<file path="config.mk">
export PLATFORM = sky130hd
export DESIGN_NAME = rom_prefetch_flat
export DESIGN_NICKNAME = d
export VERILOG_FILES = /design/src/rtl/rom_prefetch_if.sv /design/src/rtl/rom_prefetch.sv /design/src/flat_wrapper.sv
export SDC_FILE = /design/constraint.sdc
export NUM_CORES = 1
export LEC_CHECK = 0
export CAP_MARGIN = 10
export CORE_ASPECT_RATIO = 1.25
export CORE_MARGIN = 5
export CORE_UTILIZATION = 61
export DETAILED_ROUTE_END_ITERATION = 12
export GPL_TIMING_DRIVEN = 0
export PLACE_DENSITY = 0.92
export SETUP_SLACK_MARGIN = 0.1
export SLEW_MARGIN = 30
export SYNTH_ARGS = -nofsm -noshare
export SYNTH_HDL_FRONTEND = slang
export SYNTH_SLANG_ARGS = --single-unit
</file>
<file path="constraint.sdc">
create_clock -name clk -period 8.85 [get_ports clk]
set_input_delay 2.655 -clock clk [delete_from_list [all_inputs] [get_ports clk]]
set_output_delay 2.655 -clock clk [all_outputs]
set_load 0.01 [all_outputs]
</file>
<file path="src/rtl/rom_prefetch_if.sv">
// rom_prefetch_if: cpu-side and SDRAM-side toggle handshake bundle for rom_prefetch
// master: environment (drives cpu_req/cpu_a, romrd_ack/romrd_q); slave: rom_prefetch
// cpu_req/cpu_ack toggle pair with cpu_a word address and cpu_q read data
// romrd_req/romrd_ack toggle pair with romrd_a word address and romrd_q read data
interface rom_prefetch_if;
  logic        cpu_req;
  logic [22:0] cpu_a;
  logic        cpu_ack;
  logic [15:0] cpu_q;
  logic        romrd_req;
  logic        romrd_ack;
  logic [22:0] romrd_a;
  logic [15:0] romrd_q;
  modport master (
    output cpu_req, cpu_a, romrd_ack, romrd_q,
    input  cpu_ack, cpu_q, romrd_req, romrd_a
  );
  modport slave (
    input  cpu_req, cpu_a, romrd_ack, romrd_q,
    output cpu_ack, cpu_q, romrd_req, romrd_a
  );
endinterface

</file>
<file path="src/rtl/rom_prefetch.sv">
// rom_prefetch: 2-entry word buffer (last demand L, sequential prefetch P) between 68k ROM reads and SDRAM
// clk: posedge clock; reset: sync active-high; flush: invalidate both entries
// bus.cpu_*: toggle read port from the 68k decoder; bus.romrd_*: toggle read port to SDRAM
module rom_prefetch #(
  parameter bit          PREFETCH_EN = 1'b1,
  parameter logic [22:0] PF_STRIDE   = 23'd1
) (
  input logic clk,
  input logic reset,
  input logic flush,
  rom_prefetch_if.slave bus
);
  localparam logic [1:0] IDLE = 2'd0, FETCH = 2'd1, PREF = 2'd2;
  logic [1:0] state;
  logic l_valid, p_valid, discard, cpu_ack, romrd_req;
  logic [22:0] l_a, p_a, romrd_a, nxt;
  logic [15:0] l_d, p_d, cpu_q;
  logic pending, sd_done, hit_l, hit_p, pf_go, drop;
  assign bus.cpu_ack = cpu_ack;
  assign bus.cpu_q = cpu_q;
  assign bus.romrd_req = romrd_req;
  assign bus.romrd_a = romrd_a;
  // flush in the lookup cycle forces a miss; pf_go skips the prefetch when P already holds the next word
  always_comb begin
    pending = bus.cpu_req ^ cpu_ack;
    sd_done = romrd_req == bus.romrd_ack;
    hit_l = l_valid && l_a == bus.cpu_a && !flush;
    hit_p = p_valid && p_a == bus.cpu_a && !flush;
    nxt = bus.cpu_a + PF_STRIDE;
    pf_go = PREFETCH_EN && !(p_valid && !hit_p && !flush && p_a == nxt);
    drop = discard || flush;
  end
  always_ff @(posedge clk) begin
    if (reset) begin
      state <= IDLE;
      l_valid <= 1'b0;
      p_valid <= 1'b0;
      discard <= 1'b0;
      cpu_q <= '0;
      romrd_a <= '0;
      cpu_ack <= bus.cpu_req;
      romrd_req <= bus.romrd_ack;
    end else begin
      if (state == IDLE && pending && (hit_l || hit_p)) begin
        cpu_q <= hit_p ? p_d : l_d;
        cpu_ack <= bus.cpu_req;
        if (hit_p) begin
          l_a <= p_a;
          l_d <= p_d;
          l_valid <= 1'b1;
          p_valid <= 1'b0;
        end
        if (pf_go) begin
          romrd_a <= nxt;
          romrd_req <= ~romrd_req;
          discard <= 1'b0;
          state <= PREF;
        end
      end else if (state == IDLE && pending) begin
        romrd_a <= bus.cpu_a;
        romrd_req <= ~romrd_req;
        discard <= 1'b0;
        state <= FETCH;
      end else if (state == FETCH && sd_done) begin
        cpu_q <= bus.romrd_q;
        cpu_ack <= bus.cpu_req;
        l_a <= bus.cpu_a;
        l_d <= bus.romrd_q;
        l_valid <= !discard;
        if (pf_go) romrd_a <= nxt;
        romrd_req <= romrd_req ^ pf_go;
        discard <= 1'b0;
        state <= pf_go ? PREF : IDLE;
      end else if (state == PREF && sd_done) begin
        p_a <= romrd_a;
        p_d <= bus.romrd_q;
        p_valid <= !drop;
        discard <= 1'b0;
        // the word just fetched is the one the cpu waits for: serve it now and move it straight to L
        if (!drop && pending && bus.cpu_a == romrd_a) begin
          cpu_q <= bus.romrd_q;
          cpu_ack <= bus.cpu_req;
          l_a <= romrd_a;
          l_d <= bus.romrd_q;
          l_valid <= 1'b1;
          p_valid <= 1'b0;
          romrd_a <= nxt;
          romrd_req <= ~romrd_req;
        end else begin
          state <= IDLE;
        end
      end else if (state != IDLE && flush) begin
        discard <= 1'b1;
      end
      if (flush) begin
        l_valid <= 1'b0;
        p_valid <= 1'b0;
      end
    end
  end
endmodule

</file>
<file path="src/flat_wrapper.sv">
// flat-port wrapper written by rule: the top's interface ports become plain ports
module rom_prefetch_flat 
#(
  parameter bit          PREFETCH_EN = 1'b1,
  parameter logic [22:0] PF_STRIDE   = 23'd1
)
  (clk, reset, flush, bus_cpu_req, bus_cpu_a, bus_romrd_ack, bus_romrd_q, bus_cpu_ack, bus_cpu_q, bus_romrd_req, bus_romrd_a);
  rom_prefetch_if bus_i ();
  input logic clk;
  input logic reset;
  input logic flush;
  input wire logic [$bits(bus_i.cpu_req)-1:0] bus_cpu_req;
  input wire logic [$bits(bus_i.cpu_a)-1:0] bus_cpu_a;
  input wire logic [$bits(bus_i.romrd_ack)-1:0] bus_romrd_ack;
  input wire logic [$bits(bus_i.romrd_q)-1:0] bus_romrd_q;
  output wire logic [$bits(bus_i.cpu_ack)-1:0] bus_cpu_ack;
  output wire logic [$bits(bus_i.cpu_q)-1:0] bus_cpu_q;
  output wire logic [$bits(bus_i.romrd_req)-1:0] bus_romrd_req;
  output wire logic [$bits(bus_i.romrd_a)-1:0] bus_romrd_a;
  assign bus_i.cpu_req = bus_cpu_req;
  assign bus_i.cpu_a = bus_cpu_a;
  assign bus_i.romrd_ack = bus_romrd_ack;
  assign bus_i.romrd_q = bus_romrd_q;
  assign bus_cpu_ack = bus_i.cpu_ack;
  assign bus_cpu_q = bus_i.cpu_q;
  assign bus_romrd_req = bus_i.romrd_req;
  assign bus_romrd_a = bus_i.romrd_a;
  rom_prefetch #(.PREFETCH_EN(PREFETCH_EN), .PF_STRIDE(PF_STRIDE)) u_core (.clk(clk), .reset(reset), .flush(flush), .bus(bus_i));
endmodule
</file>
# After elaboration in Yosys (flattened, before gate mapping)
# Index checks and enable logic that the tools add are counted.
[totals] n_memories=0 latchBits=0 rom_bits=0 regBits=124 mem_bits_rw=0 out_inout_bits=41 elab_cells=135
[op_classes] n_eq_ne=14 bitwise_logic=7 mul=0 shifts=0 add_sub_neg=1 n_div=0 n_reduce_logical=45 muxes=56 magnitude_cmp=0
[op_table] operator="2-to-1 mux 23 bit" count=12
[op_table] operator="2-to-1 mux 16 bit" count=6
[op_table] operator="== test 23 bit" count=4
[op_table] operator="2-to-1 mux 1 bit" count=31
[op_table] operator="adder 23 x 1 -> 23 bit, second input constant" count=1
[op_table] operator="nonzero test 4 bit" count=4
[op_table] operator="nonzero test 5 bit" count=3
[op_table] operator="logical AND 1 bit" count=14
[op_table] operator="2-to-1 mux 2 bit" count=7
[op_table] operator="AND reduction 3 bit" count=4
[op_table] operator="AND reduction 4 bit" count=3
[op_table] operator="AND reduction 5 bit" count=2
[op_table] operator="!= test 3 bit, second input constant" count=2
[op_table] operator="nonzero test 3 bit" count=2
[op_table] operator="logical NOT 1 bit" count=5
[op_table] operator="inverter 1 bit" count=5
[op_table] operator="!= test 2 x 1 -> 1 bit, second input constant" count=2
[op_table] operator="!= test 2 bit, second input constant" count=2
[op_table] operator="!= test 4 x 1 -> 1 bit, second input constant" count=1
[op_table] operator="AND reduction 2 bit" count=2
[op_table] operator="nonzero test 2 bit" count=2
[op_table] operator="== test 2 x 1 -> 1 bit, second input constant" count=1
[op_table] operator="== test 2 bit, second input constant" count=1
[op_table] operator="logical NOT 2 bit" count=1
[op_table] operator="other kinds (4)" count=6

# Depth between registers and ports, before layout
[depth] ltp_word=13 ltp_mapped=12 mapped_depth_nobuf=10

# Worst setup path before layout
# No wires, ideal clock.
[synth_timing] path_type="input to register" startpoint="input port bus_cpu_a[8]" endpoint="register u_core.l_a[0] (enable)" setup_slack_ns=2.490 arrival_ns=5.978 n_path_buf=2 required_ns=8.468 stages=10 cell_sequence="buf_2 -> xor2_1 -> nor4_1 -> nand4_1 -> nor4_1 -> a211o_1 -> buf_2 -> nand2_1 -> nor2_1 -> and2_1"
[synth_via] elab_chain_cells=7
[synth_lines] item="from (decl)" line="flat_wrapper.sv:13" rtl="input wire logic [$bits(bus_i.cpu_a)-1:0] bus_cpu_a;"
[synth_lines] item="== test 23 bit (on tied branches)" line="rom_prefetch.sv:27, rom_prefetch.sv:28"
[synth_lines] item="logical AND 1 bit (on tied branches) (2 in a row)" line="rom_prefetch.sv:27, rom_prefetch.sv:28"
[synth_lines] item="logical OR 1 bit" line="rom_prefetch.sv:44" rtl="if (state == IDLE && pending && (hit_l || hit_p)) begin"
[synth_lines] item="logical AND 1 bit" line="rom_prefetch.sv:44"
[synth_lines] item="!= test 2 x 1 -> 1 bit (no line) (tied with other cells)"
[synth_lines] item="AND reduction 5 bit (no line) (*)"
[synth_lines] item="to (signal assigned)" line="rom_prefetch.sv:48" rtl="l_a <= p_a;"
[synth_lines] item="to (signal assigned)" line="rom_prefetch.sv:67" rtl="l_a <= bus.cpu_a;"
[synth_lines] item="to (signal assigned)" line="rom_prefetch.sv:83" rtl="l_a <= romrd_a;"
[synth_lines] item="to (decl)" line="rom_prefetch.sv:16" rtl="logic [22:0] l_a, p_a, romrd_a, nxt;"
# Mark *: on every way between the ends. The rest lies on a longest branch, timed or not.
# A chain may end at the register's enable or synchronous reset.

# Worst setup path in the final report
[layout_timing] startpoint="input port bus_cpu_a[1]" endpoint="register u_core.l_a[4] (enable)"
# The elaborated chain is that of the path after synthesis.

==> summary by stage <==
STA
The slew at the pin with the worst max-slew slack is 1010 ps. The setup total negative slack is 0 ps. Measured against its own limit, the worst slew margin works out to 0.322. The worst setup skew after layout is 7.10 ps. The count of pins over their slew limit was 0. Setup violations remaining at the end of the flow were counted as 0.

The post-layout worst setup margin is 1350 ps. Setup repair after global routing left no endpoint under its margin. The final cycle utilization of the critical path is 0.848.

Timing would allow up to 133 MHz. The smallest clock period supported by the final layout is computed as 7500 ps. The number of hold violations in the final report is 0.

Logic synthesis
The most used flip-flop cell after synthesis is edfxtp_1. Of the total synthesized cell area, the portion taken by XOR and XNOR cells is 0.131. Counting every net in the synthesized netlist gives 762.

The register bit count reported by yosys is 124. For this run, the number of Yosys warnings is 0. After synthesis, the cell types taking the most area are edfxtp_1 (34%), dfxtp_1 (12%), xnor2_1 (8.8%).

The async set-or-reset flop fraction in the synthesized netlist is 0. The share of synthesized area in the top cell type comes to 0.339. The unique cell type count in the Yosys netlist is 67. The number of synthesized flops with an enable pin is 80. The post-synthesis mux area share is 0.0290. The average instance in the mapped netlist occupies 9.88 um2.

The cell type contributing the most total cell area after synthesis is edfxtp_1. The share of synthesized cell area in and, or, nand and nor gates is 0.202. Of the total synthesized cell area, the portion taken by full adders, half adders and majority gates is 0.00177.

The summed instance area of the synthesized netlist is 0.00709 mm2. The compound-cell area share of the yosys netlist is 0.130. The share of the Yosys chip area taken by registers is 0.463.

The count of mapped cells out of synthesis is 717. By area, the combinational part of the netlist is dominated by simple AND/OR/NAND/NOR gates.

Global routing
The maximum number of pins on one net before global-route repair is 24. In the global route stage, met1 resource usage came out at 0.385. met2 is the most crowded layer. The total congestion overflow is 0.

The number of antenna violations at the first check in global routing is 0. The first global-routing pass estimated 35.4 mm of wire. For this run, the total global-route usage over all layers was measured as 0.340.

For this run, global-route usage on met3 was measured as 0.0658. For met2 alone, demand over resource in global routing was 0.595. The via count of the first global-routing pass came to 6,311.

Run status
The flow ran to the end, and the final reports show no timing, DRC or antenna violations.

Placement
The post-placement cell area is 0.00804 mm2. Routability-driven placement finished with a final weighted congestion of 0.969. After detailed placement, the design holds a cell count of 928. Once detailed placement completed, the half-perimeter wirelength came to 17.3 mm.

The pre-CTS setup slack is 1050 ps. The number of buffer cells added on primary ports is 71.

Die
Pin placement for this block handled 85 I/O pins. The width of the die is 106 um. The effective utilization at floorplan is 0.616. The floorplan step set the die height to 131 um.

The area inside the core boundary is 0.0115 mm2. The die area is 0.0139 mm2. The count of standard-cell rows is 44.

Job
The number of violations of the max-capacitance limit is 0.

Routing
The first detailed-routing pass took 6 iterations. Once detail routing completed, the nets flagged for antenna violations numbered 0. After detailed routing, the average wire length per cell comes to 24.3 um. The total vias in the final route is 6,335.

The average vias per placed instance is 6.60. The DRC violation count after routing is 0. The detailed router finished its first iteration with 615 violations. The routed wire length is 23.4 mm.

Finish
The net count of the finished layout is 854. The number of filler cells placed in the layout is 805. From synthesis to final layout, the design area changed by 22.0%. The count of cells in the finished layout, fillers not included, comes to 960. The layout cell share with drive strength beyond 1 is 0.0985. 0 antenna diodes ended up in the layout.

Measured on the finished design, the core utilization comes to 0.751. The total non-filler cell area in the finished layout is 0.00865 mm2.

CTS
At the later pin of the worst-skew pair, clock insertion delay measures 410 ps. The register clock-pin slew on the reported worst setup and hold paths is 60 ps. The clock sink total is 124.

TritonCTS created 17 clock buffers. CTS built an H-tree with a depth of 4. Once the clock tree was built, the setup fixing pass inserted 0 buffers. The root buffer cell is clkbuf_16. The CTS tree is built. The clock passes through at most 2 buffers. Hold repair after CTS inserted 0 buffers.

The number of gates resized after cts is 0.

Hold path
The worst min-delay path category is reg -> reg.

Setup path
The maximum net fanout on the critical path is 23. For the worst setup path, the data required time is 8890 ps. STA classifies the critical path startpoint as an input port. The arrival time reported for the critical path endpoint is 7550 ps. The worst setup path is captured at a register. The critical path in this run is classified as in -> reg.

Power and ir drop
The leakage dissipation is 3.17 nW. In this run the power density over the cells is 235 mW/mm2. The maximum VDD drop is 0.000180 V.
worst paths after layout:
path                                           start                    to  slack (ps)  cells past startpoint
worst max-delay path                    bus_cpu_a[1]         u_core.l_a[4]        1350                     10
worst max register to register         u_core.l_a[1]         u_core.l_a[4]        3820                      8
worst min-delay path            u_core.bus.cpu_q[13]  u_core.bus.cpu_q[13]         510                      2
worst min register to register  u_core.bus.cpu_q[13]  u_core.bus.cpu_q[13]         510                      2
registers in the layout, summed over array words and instances, names as in the netlist:
register / count
u_core.bus.cpu_ack: 1
u_core.bus.cpu_q: 16
u_core.bus.romrd_a: 23
u_core.bus.romrd_req: 1
u_core.discard: 1
u_core.l_a: 23
u_core.l_d: 16
u_core.l_valid: 1
u_core.p_a: 23
u_core.p_d: 16
u_core.p_valid: 1
u_core.state: 2
worst max-delay path, stage by stage:
cell and delay [ps]:
clkdlybuf4s50_1 430, buf_2 200, xnor2_1 400, nand4_1 320, nor4_1 720, nand3_1 220
nand3_1 540, nand2_1 450, nor2_2 830, and2_2 770
cells in the final DEF (no fill, tap or decap), drive strengths merged, types with 9 or more instances in the layout:
cell	synthesis	layout
a21oi	13	13
a22oi	26	26
a31oi	24	24
and3	9	9
and4	9	9
buf	30	32
clkbuf	23	42
clkdlybuf4s50	0	71
dfxtp	44	44
edfxtp	80	80
inv	12	14
mux2i	16	16
nand2	103	103
nand3	16	16
nand4	24	24
nor2	64	64
nor3	9	9
nor4	13	13
o21ai	16	16
xnor2	71	71
xor2	30	30
Yosys cell counts (4+ instances only):
cell type	count
a2111oi_0	4
a21oi_1	13
a221oi_1	4
a222oi_1	4
a22oi_1	26
a31oi_1	23
and2_1	4
and3_1	9
and4_1	9
buf_2	22
buf_4	4
clkbuf_1	23
dfxtp_1	44
edfxtp_1	80
inv_1	12
mux2_2	4
mux2i_1	16
nand2_1	103
nand2b_1	6
nand3_1	14
nand4_1	22
nand4b_1	4
nor2_1	64
nor2b_1	8
nor3_1	8
nor4_1	11
o21ai_0	15
xnor2_1	71
xor2_1	30
routing by layer:
metal | vias up | wire [um]
met5 | - | 0
met4 | 0 | 1320
met3 | 96 | 1930
met2 | 385 | 11600
met1 | 3055 | 8510
li1 | 2799 | -
where the power goes:
part	internal (W)	total [W]	switching [W]	leakage, nW
logic	0.000228	0.000530	0.000302	1.78
registers	0.000707	0.000779	0.0000720	1.10
clock network	0.000452	0.000722	0.000270	0.290
total	0.00139	0.00203	0.000644	3.17
through the flow:
step / total power [W] / hold slack, ps
3_3_place_gp: 0.00128 / 481
6_report: 0.00203 / 507
4_1_cts: 0.00202 / 513
3_5_place_dp: 0.00130 / 487
2_1_floorplan: 0.00108 / 475
5_1_grt: 0.00210 / 536
cell families after synthesis:
family,Yosys count
flops,124
simple gates,278
buf+inv,65
compound gates,126
mux,20
xor+xnor,103
fa+ha+maj,1
area by class of cell:
type	instances	area (um2)	share of cell area
sequential	124	3280	0.380
inverter	12	45.0	0.00521
tap	138	173	0.0200
clock buffer	19	443	0.0512
timing repair buffer	73	766	0.0886
multi-input combinational	528	3510	0.406
clock inverter	13	166	0.0192
buffer	53	256	0.0297
(Power assumes the default switching activity.)
